File: src/rtl/arbitro_escritura_banco.sv
// arbitro_escritura_banco: round-robin write arbiter for a register bank with a full-bank clear sequence.
module arbitro_escritura_banco #(
  parameter int ANCHO_DATO = 16,
  parameter int ANCHO_DIR  = 3
) (
  input  logic                  Reloj,
  input  logic                  Reiniciar,
  input  logic [2:0]            Solicitud,
  input  logic [ANCHO_DATO-1:0] Dato0,
  input  logic [ANCHO_DATO-1:0] Dato1,
  input  logic [ANCHO_DATO-1:0] Dato2,
  input  logic [ANCHO_DIR-1:0]  Dir0,
  input  logic [ANCHO_DIR-1:0]  Dir1,
  input  logic [ANCHO_DIR-1:0]  Dir2,
  input  logic                  Limpiar,
  output logic [2:0]            Concedido,
  output logic                  HabilitarEscritura,
  output logic [ANCHO_DIR-1:0]  DireccionEscritura,
  output logic [ANCHO_DATO-1:0] DatoEscritura,
  output logic                  Listo
);
  typedef enum logic {LIMPIAR, SERVIR} estado_t;
  estado_t estado;
  logic [ANCHO_DIR-1:0] contador;
  logic [1:0] ultimo, p0, p1, sel;
  logic [2:0] elegible;
  always_comb begin
    elegible = Solicitud & ~Concedido;
    p0 = ultimo == 2'd2 ? 2'd0 : ultimo + 2'd1;
    p1 = p0 == 2'd2 ? 2'd0 : p0 + 2'd1;
    sel = elegible[p0] ? p0 : elegible[p1] ? p1 : ultimo;
  end
  always_ff @(posedge Reloj or posedge Reiniciar)
    if (Reiniciar) begin
      estado <= LIMPIAR;
      contador <= '0;
      ultimo <= 2'd2;
      Concedido <= '0;
      HabilitarEscritura <= 1'b0;
      DireccionEscritura <= '0;
      DatoEscritura <= '0;
      Listo <= 1'b0;
    end else if (estado == LIMPIAR) begin
      HabilitarEscritura <= 1'b1;
      DireccionEscritura <= contador;
      DatoEscritura <= '0;
      Concedido <= '0;
      Listo <= 1'b0;
      contador <= contador + 1'b1;
      if (&contador) estado <= SERVIR;
    end else if (Limpiar) begin
      estado <= LIMPIAR;
      contador <= '0;
      Concedido <= '0;
      HabilitarEscritura <= 1'b0;
      Listo <= 1'b0;
    end else begin
      Listo <= 1'b1;
      HabilitarEscritura <= |elegible;
      Concedido <= |elegible ? 3'b001 << sel : 3'b000;
      if (|elegible) begin
        ultimo <= sel;
        DireccionEscritura <= sel == 2'd0 ? Dir0 : sel == 2'd1 ? Dir1 : Dir2;
        DatoEscritura <= sel == 2'd0 ? Dato0 : sel == 2'd1 ? Dato1 : Dato2;
      end
    end
endmodule

File: config.mk
export PLATFORM = sky130hd
export DESIGN_NAME = arbitro_escritura_banco
export DESIGN_NICKNAME = d
export VERILOG_FILES = /design/src/rtl/arbitro_escritura_banco.sv
export SDC_FILE = /design/constraint.sdc
export NUM_CORES = 1
export LEC_CHECK = 0
export CAP_MARGIN = 40
export CORE_MARGIN = 10
export CORE_UTILIZATION = 37
export CTS_BUF_LIST = sky130_fd_sc_hd__clkbuf_4 sky130_fd_sc_hd__clkbuf_8
export DETAILED_ROUTE_END_ITERATION = 7
export GPL_TIMING_DRIVEN = 0
export PLACE_DENSITY = 0.79
export SLEW_MARGIN = 15
export SYNTH_ARGS = -nofsm -noshare
export SYNTH_HDL_FRONTEND = slang
export SYNTH_SLANG_ARGS = --single-unit
export TNS_END_PERCENT = 50
File: constraint.sdc
create_clock -name Reloj -period 1.55 [get_ports Reloj]
set_input_delay 0.2325 -clock Reloj [delete_from_list [all_inputs] [get_ports Reloj]]
set_output_delay 0.2325 -clock Reloj [all_outputs]
set_load 0.05 [all_outputs]
==> run metrics <==
status finished with violations; violations in the final reports setup timing; xor/xnor share of the synthesized area 0%; antenna violations before repair 0; post-synthesis mux area share 10.2%; vias per cell 5.19; WL met2 ~2600 um; routed vias between 1,500 and 2,000; Die X 87.1 um; top sig layer met4; Core Footprint 0.00435 sq mm; Root Buffer clkbuf_8; # port buffers 86; total track usage between 10% and 20%; DR WL/cell between 15 and 20 um; FP Rows 24; layout cell share with drive strength beyond 1 between 20% and 30%; max-slew violations 0; Final min period 1.67 ns; reg-to-reg critical path startpoint ultimo[1]$_DFFE_PP1P_; number of buffers created by CTS 5; largest net degree at the start of global routing 31; worst min-delay path class in -> async; post-route ant nets 0; reg2reg end DatoEscritura[12]$_DFFE_PP0P_; Top Ports just under 90; sequential cell area fraction in the yosys report 45.1%; design area roughly 0.0029 sq mm; pwr dens roughly 1400 mW/mm^2; average size of a mapped cell about 11 sq um; fin crit share 108%; routability cong. between 0.8 and 0.9; number of DRC markers in iteration 0 43; Clk Latency, worst-skew pair approximately 0.28 ns; commonest non-fill, non-tap cell in the layout clkdlybuf4s50_1; hold_buf cts 0; Area Growth Syn to Fin 71.2%; Synth Register Bits 30; Clock Path Buffers 2; Fmax roughly 600 MHz; max_cap viols 0; Max FO, Critical Path 10; first-pass GRT wire length roughly 8500 um; Remaining Overflow, GRT 0; WHS roughly 0.36 ns; most frequent cells in the layout 61 x clkdlybuf4s50_1, 25 x dfrtp_1, 25 x dlygate4sd2_1; met1 wire length approximately 2300 um; number of global-route vias before repair roughly 1,700; number of fill cells in the layout ~340; synth warn 0; fin nets around 320; Pwr Total about 4000 uW; simple-gate share of the synthesized area 9.16%; Post-Synth Adder-Cell Area under 10%; Antenna diodes 0; CTS clk-pin slew, worst paths 0.07 ns; largest family of logic cells by synthesized area compound AO/OA/AOI/OAI gates; worst r2r path cells 7; Hold Fails Final Rpt 0; Worst IR Drop VDD 0.701 mV; die area 0.00759 sq mm; Synth Area in Compound Gates 26.5%; CTS sink count 30; crit start category register; Worst-Margin Slew around 0.64 ns; Setup-failing EPs final 19; Netlist cell types 36; initial core utilization 38.3%; syn_nets between 200 and 250; Slew Limit Headroom 57.0%; cell area after synthesis about 0.0017 sq mm; die height about 87 um; final wirelength about 5500 um; final worst setup slack -0.121 ns; met3 routed WL ~570 um; Residual DRC 0; final setup skew 0.00592 ns; WP data arrival approximately 1.8 ns; Place WS -0.587 ns; CTS tree built; htree depth 2; R2R setup slack -0.12 ns; drt pass-1 iters 4; DP Area 0.00262 sq mm; Setup crit end kind register; dpl hpwl 3930 um; P_leak approximately 0.0013 uW; unrepaired setup endpoints after global routing yes; Crit Path Category reg -> reg; Req. time, crit path 1.71 ns; synthesized instance count ~160
timing repair:
action / in CTS / in global routing
pin swaps: 1 / 5
buffers inserted: 6 / 1
gates resized for setup: 39 / 10
cloned: 2 / 1
setup endpoints to repair: 44 / 20
critical path, stage by stage (launching register included):
cell and delay [ns]:
dfstp_2 0.55, buf_6 0.14, nand2_1 0.09, a32o_2 0.25, buf_6 0.14, clkbuf_16 0.16
mux2i_1 0.15, o21ai_1 0.07
stage by stage:
stage | utilization (%) | TNS [ns] | std cells
6_report | 65.5 | -1.85 | 309
5_1_grt | 65.5 | -2.95 | 309
4_1_cts | 64.2 | -1.81 | 308
3_5_place_dp | 60.2 | -10.28 | 293
3_3_place_gp | 60.2 | -13.93 | 293
2_1_floorplan | - | -2.74 | 155
cells by family (layout without fill, tap and decap cells):
kind of cell / Yosys count / count (layout)
AOI/OAI and AO/OA: 62 / 62
DFF: 30 / 30
and+or+nand+nor: 26 / 26
buffers and inverters: 18 / 120
muxes: 17 / 17
adders and majority gates: 2 / 2
routing by layer:
layer	vias to the layer above	GRT usage, %
met4	0	4.78
met5	-	0
li1	776	-
met2	66	22.9
met1	759	15.6
met3	2	6.84
area by class of cell:
cell class                      count  area (sq um)  share of cell area (%)
Timing Repair Buffer               96           936                    32.8
Multi-Input combinational cell    107           866                    30.3
Sequential cell                    30           757                    26.5
Buffer                              9           109                    3.81
Clock buffer                        7          90.1                    3.16
Tap cell                           52          65.1                    2.28
Inverter                            7          26.3                   0.921
Clock inverter                      1          5.00                   0.175
state kept, by name, indices dropped and copies added (netlist names):
| signal | count |
|---|---|
| estado | 1 |
| DireccionEscritura | 3 |
| HabilitarEscritura | 1 |
| Listo | 1 |
| Concedido | 3 |
| ultimo | 2 |
| contador | 3 |
| DatoEscritura | 16 |
power breakdown:
part	internal [uW]	total, uW	leakage [uW]	switching [uW]
logic	915	2100	0.000848	1180
registers	998	1130	0.000388	130
clock network	375	678	0.0000517	303
total	2290	3900	0.00129	1610
synthesized netlist by cell type:
cell,instances,share of area [%]
a22oi_2,9,6.8
a21oi_2,1,0.53
a221oi_1,2,1.1
nand2b_1,3,1.1
a32o_1,1,0.60
o22ai_1,4,1.5
and2b_1,1,0.45
a21boi_0,1,0.45
or3b_4,1,0.68
a21oi_1,3,0.90
a2bb2oi_1,1,0.53
a31o_1,1,0.53
a22oi_1,6,2.7
ha_1,2,1.5
buf_2,1,0.30
a21o_1,1,0.45
nor2_1,7,1.6
inv_1,7,1.6
a31oi_1,3,1.1
dfrtp_1,29,44
o311a_1,1,0.60
buf_4,1,0.45
nand2_1,4,0.90
nor3_2,1,0.60
o21ai_1,19,5.7
dfstp_2,1,1.6
a211oi_1,1,0.45
and2_1,1,0.38
o21ai_0,7,2.1
and3_1,2,0.75
mux2i_1,17,10
nand2b_4,1,0.83
nor2b_1,5,1.9
a32oi_1,1,0.53
buf_6,7,4.7
clkbuf_1,2,0.45
how the worst max path moves through the flow:
stage                                 startpoint                             to  cells past startpoint
after floorplan           Concedido[0]$_DFF_PP0_   DatoEscritura[0]$_DFFE_PP0P_                      8
after global placement                   Limpiar   DatoEscritura[4]$_DFFE_PP0P_                      6
after detailed placement                 Limpiar   DatoEscritura[3]$_DFFE_PP0P_                      6
after CTS                 Concedido[0]$_DFF_PP0_   DatoEscritura[3]$_DFFE_PP0P_                      8
after global routing       ultimo[1]$_DFFE_PP1P_   DatoEscritura[3]$_DFFE_PP0P_                      7
final                      ultimo[1]$_DFFE_PP1P_  DatoEscritura[12]$_DFFE_PP0P_                      7
(Power assumes the default switching activity.)
